--- config.mk ---
export PLATFORM = sky130hd
export DESIGN_NAME = muldiv_unit
export DESIGN_NICKNAME = d
export VERILOG_FILES = /design/src/rtl/muldiv_unit.sv
export SDC_FILE = /design/constraint.sdc
export NUM_CORES = 1
export LEC_CHECK = 0
export BUFFER_PORTS_ARGS = -buffer_cell sky130_fd_sc_hd__buf_2
export CORE_UTILIZATION = 45
export CTS_BUF_LIST = sky130_fd_sc_hd__clkbuf_2 sky130_fd_sc_hd__clkbuf_4 sky130_fd_sc_hd__clkbuf_8
export DETAILED_ROUTE_END_ITERATION = 8
export GPL_ROUTABILITY_DRIVEN = 0
export HOLD_SLACK_MARGIN = 0.02
export PLACE_DENSITY = 0.72
export SLEW_MARGIN = 20
export SYNTH_ARGS = -nofsm -noshare
export SYNTH_HDL_FRONTEND = slang
export SYNTH_SLANG_ARGS = --single-unit
--- constraint.sdc ---
create_clock -name Clk -period 8.6 [get_ports Clk]
set_input_delay 0.86 -clock Clk [delete_from_list [all_inputs] [get_ports Clk]]
set_output_delay 0.86 -clock Clk [all_outputs]
set_load 0.01 [all_outputs]
--- src/rtl/muldiv_unit.sv ---
// muldiv_unit: iterative 32x32 multiply / divide unit owning the HI/LO pair.
// A one-cycle Start_in in IDLE launches a 32-step shift-add multiply or
// restoring divide (PREP -> ITER x ITERS -> FIX); MTHI/MTLO write HI/LO
// directly at the accept edge without ever raising Busy_out.
//
// Ports:
//   Clk       rising-edge clock
//   Rst       asynchronous active-high reset
//   Start_in  one-cycle request, sampled only in IDLE
//   Op_in     000 MULT, 001 MULTU, 010 DIV, 011 DIVU,
//             100 MADD, 101 MSUB, 110 MTHI, 111 MTLO
//   A_in      operand A (Rs): multiplicand, dividend, or MTHI/MTLO data
//   B_in      operand B (Rt): multiplier or divisor
//   Busy_out  operation in flight (registered)
//   Done_out  one-cycle pulse after HI/LO update
//   Hi_out    HI register
//   Lo_out    LO register
module muldiv_unit #(
  parameter int unsigned ITERS = 32
) (
  input  logic        Clk,
  input  logic        Rst,
  input  logic        Start_in,
  input  logic [2:0]  Op_in,
  input  logic [31:0] A_in,
  input  logic [31:0] B_in,
  output logic        Busy_out,
  output logic        Done_out,
  output logic [31:0] Hi_out,
  output logic [31:0] Lo_out
);

  localparam int unsigned CNT_W = (ITERS > 1) ? $clog2(ITERS) : 1;

  typedef enum logic [1:0] {
    S_IDLE,
    S_PREP,
    S_ITER,
    S_FIX
  } state_e;

  typedef enum logic [2:0] {
    OP_MULT  = 3'b000,
    OP_MULTU = 3'b001,
    OP_DIV   = 3'b010,
    OP_DIVU  = 3'b011,
    OP_MADD  = 3'b100,
    OP_MSUB  = 3'b101,
    OP_MTHI  = 3'b110,
    OP_MTLO  = 3'b111
  } op_e;

  state_e           state, state_nxt;
  op_e              op_q;
  logic [31:0]      a_q, b_q;     // operands as issued
  logic [31:0]      a_sh, b_sh;   // magnitudes, shifted during ITER
  logic             a_neg, b_neg;
  logic [63:0]      work;
  logic [CNT_W-1:0] cnt;

  logic        is_mt, accept, is_div, is_signed;
  logic [32:0] mul_sum;
  logic [32:0] div_trial;
  logic        div_fits;
  logic [31:0] div_rem;
  logic [63:0] prod_s;
  logic [31:0] quo_s, rem_s;
  logic [63:0] fix_hilo;

  always_comb begin
    is_mt     = (Op_in[2:1] == 2'b11);
    accept    = (state == S_IDLE) && Start_in && !is_mt;
    is_div    = (op_q == OP_DIV) || (op_q == OP_DIVU);
    is_signed = (op_q == OP_MULT) || (op_q == OP_DIV) ||
                (op_q == OP_MADD) || (op_q == OP_MSUB);
  end

  // Next-state logic
  always_comb begin
    state_nxt = state;
    case (state)
      S_IDLE:  if (accept) state_nxt = S_PREP;
      S_PREP:  state_nxt = S_ITER;
      S_ITER:  if (cnt == '0) state_nxt = S_FIX;
      S_FIX:   state_nxt = S_IDLE;
      default: state_nxt = S_IDLE;
    endcase
  end

  always_ff @(posedge Clk or posedge Rst) begin
    if (Rst) state <= S_IDLE;
    else     state <= state_nxt;
  end

  // One iteration step of each algorithm.
  // Multiply: upper half accumulates the multiplicand, whole word shifts right,
  // so after ITERS steps work holds the full product.
  // Divide: partial remainder lives in work[63:32], quotient bits shift into
  // work[31:0]; bit 32 of the trial difference is the borrow (no restore).
  always_comb begin
    mul_sum   = {1'b0, work[63:32]} + {1'b0, (b_sh[0] ? a_sh : 32'd0)};
    div_trial = {work[63:32], a_sh[31]} - {1'b0, b_sh};
    div_fits  = !div_trial[32];
    div_rem   = div_fits ? div_trial[31:0] : {work[62:32], a_sh[31]};
  end

  // Sign correction and HI/LO result selection in FIX
  always_comb begin
    prod_s = (a_neg ^ b_neg) ? -work : work;
    quo_s  = (a_neg ^ b_neg) ? -work[31:0] : work[31:0];
    rem_s  = a_neg ? -work[63:32] : work[63:32];
    case (op_q)
      OP_MADD: fix_hilo = {Hi_out, Lo_out} + prod_s;
      OP_MSUB: fix_hilo = {Hi_out, Lo_out} - prod_s;
      OP_DIV, OP_DIVU: begin
        if (b_q == '0) fix_hilo = {a_q, 32'hFFFF_FFFF};
        else           fix_hilo = {rem_s, quo_s};
      end
      default: fix_hilo = prod_s;
    endcase
  end

  always_ff @(posedge Clk or posedge Rst) begin
    if (Rst) begin
      op_q     <= OP_MULT;
      a_q      <= '0;
      b_q      <= '0;
      a_sh     <= '0;
      b_sh     <= '0;
      a_neg    <= 1'b0;
      b_neg    <= 1'b0;
      work     <= '0;
      cnt      <= '0;
      Busy_out <= 1'b0;
      Done_out <= 1'b0;
      Hi_out   <= '0;
      Lo_out   <= '0;
    end else begin
      Done_out <= 1'b0;
      case (state)
        S_IDLE: begin
          if (Start_in) begin
            if (is_mt) begin
              if (Op_in[0]) Lo_out <= A_in;
              else          Hi_out <= A_in;
              Done_out <= 1'b1;
            end else begin
              op_q     <= op_e'(Op_in);
              a_q      <= A_in;
              b_q      <= B_in;
              Busy_out <= 1'b1;
            end
          end
        end
        S_PREP: begin
          a_neg <= is_signed && a_q[31];
          b_neg <= is_signed && b_q[31];
          a_sh  <= (is_signed && a_q[31]) ? -a_q : a_q;
          b_sh  <= (is_signed && b_q[31]) ? -b_q : b_q;
          work  <= '0;
          cnt   <= CNT_W'(ITERS - 1);
        end
        S_ITER: begin
          if (is_div) begin
            work <= {div_rem, work[30:0], div_fits};
            a_sh <= {a_sh[30:0], 1'b0};
          end else begin
            work <= {mul_sum, work[31:1]};
            b_sh <= {1'b0, b_sh[31:1]};
          end
          cnt <= cnt - 1'b1;
        end
        S_FIX: begin
          {Hi_out, Lo_out} <= fix_hilo;
          Done_out         <= 1'b1;
          Busy_out         <= 1'b0;
        end
        default: ;
      endcase
    end
  end

endmodule

==> impl_metrics.ini <==
[status]
outcome = complete, no violations

[min_path]
hold_class = in2async

[setup_path]
startpoint_type = flip-flop
cp.required_ns = 9.14
worst_setup_path_end_kind = flip-flop
critical_r2r_launch = work[0]
cp-startpoint = work[0]
kind_of_critical_path = reg2reg
critPathMaxFanout = 11
reg2regPathDepth = 24
cp_data_arrival_time_ns = 8.07

[floorplanning]
die_area_um2 = 58200
die_w_um = 241
fp.dieH_um = 241
start_util = 0.456
io_pins = 136
core-area_um2 = 56500
std_cell_rows = 87

[layout]
area_delta_synth_final_pct = 9.29
layout.nets = 3599
stdcell_area_um2 = 28200
final-instance-count-excl-fill = 4190
layout_cell_share_with_drive_strength_beyond_1 = 0.113

[global_route]
grt_pass1_wl_um = 131000
grt_usage = 0.286
grt-ovfl-total = 0
grt_start_max_net_pins = 98
initial_antenna_violation_count = 8
grt_pass1_vias = 23900

[sta]
layout_worst_path_cycle_share = 0.876
worst_slew_pin_slew_ns = 1.08
hold_viol = 0
relSlewSlack = 0.276
setup_tns_ns = 0
fmax_mhz = 133
final.hold.worst_slack_ns = 0.294
finalSetupViolCount = 0
fin_worst_skew_ns = 0.0324
layout_min_cycle_time_ns = 7.53
rsz0062_at_grt = no
finalMaxSlewViolations = 0

[synth]
seq_area_frac_synth = 0.262
synth_top_area_share = 0.262
total_standard_cell_area_after_synthesis_um2 = 25800
synth.distinct_cells = 87
yosys_warnings = 0
synthesis.nets = 3593
synth-main-ff-cell = sky130_fd_sc_hd__dfrtp_1
yosys-top-cells-area = sky130_fd_sc_hd__dfrtp_1 26%, sky130_fd_sc_hd__ha_1 6.7%, sky130_fd_sc_hd__nand2_1 6.5%, sky130_fd_sc_hd__o21ai_0 6.2%, sky130_fd_sc_hd__xnor2_1 5.9%
postSynthRegisterBits = 270
synth-async-reset-ratio = 1.00
synth.avg_cell_area_um2 = 7.62
postSynthCellCount = 3381
edff_count_synth = 0
synth_area_leader_cell = sky130_fd_sc_hd__dfrtp_1

[detailed_routing]
wl_per_cell_um = 20.2
drt_pass1_iterations = 8
drt-vias-per-instance = 6.14
detail_route.drc_violations = 0
drt_iter0_drc = 2656
via_count = 25700
postRouteWirelength_um = 84700
postRouteAntennaNets = 0

[clock_network]
cts-resized-gates = 0
clkSinkCount = 270
cts_hold_buffers = 0
clk_latency_ns = 0.69
h-tree-depth = 2
path_clk_slew_ns = 0.07
clockBufferDepth = 3
cts_post_setup_buffers_inserted = 0
cts_tree = yes
clock-root-buffer = sky130_fd_sc_hd__clkbuf_8
cts_buffers = 52

[placed_design]
detailedPlacementHpwl_um = 62400
dpl.cell_count = 4089
io_buffer_count = 135
dpl-instance-area_um2 = 26900

[flow_run]
drv_cap = 0
-- cells in the final DEF (no fill, tap or decap), types with 24 or more instances in the layout --
| cell | count |
|---|---|
| sky130_fd_sc_hd__nand2_1 | 446 |
| sky130_fd_sc_hd__o21ai_0 | 318 |
| sky130_fd_sc_hd__a21oi_1 | 290 |
| sky130_fd_sc_hd__dfrtp_1 | 269 |
| sky130_fd_sc_hd__nor2_1 | 255 |
| sky130_fd_sc_hd__xnor2_1 | 172 |
| sky130_fd_sc_hd__xor2_1 | 143 |
| sky130_fd_sc_hd__ha_1 | 136 |
| sky130_fd_sc_hd__buf_2 | 135 |
| sky130_fd_sc_hd__inv_1 | 112 |
| sky130_fd_sc_hd__mux2_2 | 71 |
| sky130_fd_sc_hd__a21o_1 | 70 |
| sky130_fd_sc_hd__clkbuf_8 | 64 |
| sky130_fd_sc_hd__nor3_1 | 62 |
| sky130_fd_sc_hd__o22ai_1 | 61 |
| sky130_fd_sc_hd__and2_1 | 53 |
| sky130_fd_sc_hd__nand3_1 | 51 |
| sky130_fd_sc_hd__a31oi_1 | 49 |
| sky130_fd_sc_hd__nand4_1 | 38 |
| sky130_fd_sc_hd__o31ai_1 | 38 |
| sky130_fd_sc_hd__a211oi_1 | 34 |
| sky130_fd_sc_hd__buf_4 | 34 |
| sky130_fd_sc_hd__nor4_1 | 33 |
| sky130_fd_sc_hd__mux2i_1 | 33 |
| sky130_fd_sc_hd__o211ai_1 | 32 |
| sky130_fd_sc_hd__or3_1 | 32 |
| sky130_fd_sc_hd__and3_1 | 24 |
| sky130_fd_sc_hd__nor2b_1 | 24 |
-- sequential cells by signal, indices dropped and copies added (netlist names) --
register and count:
a_neg 1, b_q 32, b_neg 1, op_q 3, a_q 32, Hi_out 32, Busy_out 1, state 2
a_sh 32, work 64, b_sh 32, Done_out 1, Lo_out 32, cnt 5
-- through the flow --
step / util / setup WS [ns]
final: 0.499 / 1.07
after global routing: 0.498 / 0.507
after floorplan: - / 0.301
after global placement: 0.477 / 1.58
after CTS: 0.498 / 1.27
after detailed placement: 0.477 / 1.36
-- critical path, cell delays in order, from the launching register on --
cell	delay, ns
sky130_fd_sc_hd__dfrtp_1	0.47
sky130_fd_sc_hd__inv_1	0.15
sky130_fd_sc_hd__ha_1	0.24
sky130_fd_sc_hd__or4b_1	0.60
sky130_fd_sc_hd__nor4_2	0.94
sky130_fd_sc_hd__a21oi_1	0.17
sky130_fd_sc_hd__xnor2_1	0.36
sky130_fd_sc_hd__o21ai_0	0.18
sky130_fd_sc_hd__nor3_1	0.40
sky130_fd_sc_hd__nand4_1	0.44
sky130_fd_sc_hd__nor3_1	0.53
sky130_fd_sc_hd__a21oi_1	0.15
sky130_fd_sc_hd__xor2_1	0.17
sky130_fd_sc_hd__ha_1	0.41
sky130_fd_sc_hd__a21oi_1	0.19
sky130_fd_sc_hd__o211ai_1	0.14
sky130_fd_sc_hd__a211oi_1	0.25
sky130_fd_sc_hd__o21ai_0	0.16
sky130_fd_sc_hd__a221o_1	0.37
sky130_fd_sc_hd__a21oi_1	0.14
sky130_fd_sc_hd__nand2_1	0.13
sky130_fd_sc_hd__a21boi_0	0.30
sky130_fd_sc_hd__xnor2_1	0.11
sky130_fd_sc_hd__a211oi_1	0.23
sky130_fd_sc_hd__o21ai_0	0.13
-- area by class of cell --
cell class	instances	area, um2
Fill cell	5492	28300
Clock buffer	77	978
Sequential cell	270	6760
Timing Repair Buffer	169	931
Antenna cell	6	15.0
Tap cell	756	946
Clock inverter	18	245
Multi-Input combinational cell	2781	17900
Inverter	113	432
-- Yosys cell counts (17+ instances only) --
cell type                    n
sky130_fd_sc_hd__clkbuf_1  191
sky130_fd_sc_hd__nor3b_1    19
sky130_fd_sc_hd__nor3_1     62
sky130_fd_sc_hd__and3_1     24
sky130_fd_sc_hd__nand4_1    38
sky130_fd_sc_hd__xor2_1    145
sky130_fd_sc_hd__nor2b_1    25
sky130_fd_sc_hd__and2_1     53
sky130_fd_sc_hd__mux2i_1    33
sky130_fd_sc_hd__nand2_1   448
sky130_fd_sc_hd__o21bai_1   19
sky130_fd_sc_hd__ha_1      139
sky130_fd_sc_hd__a21o_1     70
sky130_fd_sc_hd__o31ai_1    38
sky130_fd_sc_hd__a211oi_1   34
sky130_fd_sc_hd__o21ai_0   318
sky130_fd_sc_hd__o21a_1     17
sky130_fd_sc_hd__inv_1     113
sky130_fd_sc_hd__nor4_1     34
sky130_fd_sc_hd__a21oi_1   291
sky130_fd_sc_hd__mux2_2     71
sky130_fd_sc_hd__o211ai_1   32
sky130_fd_sc_hd__nor2_1    258
sky130_fd_sc_hd__xnor2_1   174
sky130_fd_sc_hd__buf_1      24
sky130_fd_sc_hd__nand3_1    52
sky130_fd_sc_hd__a31oi_1    49
sky130_fd_sc_hd__o22ai_1    61
sky130_fd_sc_hd__dfrtp_1   270
sky130_fd_sc_hd__or3_1      32
sky130_fd_sc_hd__a22o_1     17
sky130_fd_sc_hd__nand2b_1   20
-- cell families after synthesis --
logic type / share of synthesized area
AO/OA/AOI/OAI: 0.260
XOR/XNOR: 0.108
adder cells (fa/ha/maj): 0.0698
buffers and inverters: 0.0484
flip-flops: 0.262
multiplexers: 0.0438
AND/OR/NAND/NOR: 0.207
-- path summary, 6_finish.rpt --
kind | to | slack (ns)
min | b_q[8] | 0.29
min reg2reg | cnt[4] | 0.48
min in group Clk | b_q[1] | 0.41
max | Hi_out[27] | 1.07
max reg2reg | Hi_out[27] | 1.07
max in group asynchronous | op_q[2] | 6.82
-- routing by layer --
metal	vias up	wire, um	GRT usage	share of wire
li1	12200	-	-	-
met1	12200	35100	0.365	0.41
met2	1055	38200	0.453	0.45
met3	289	6530	0.0564	0.077
met4	8	4810	0.157	0.057
met5	-	45	0	0.00053
Power is left out: the tool's default activity adds up to more than one toggle a clock period on the data nets, which glitch-free logic cannot reach.
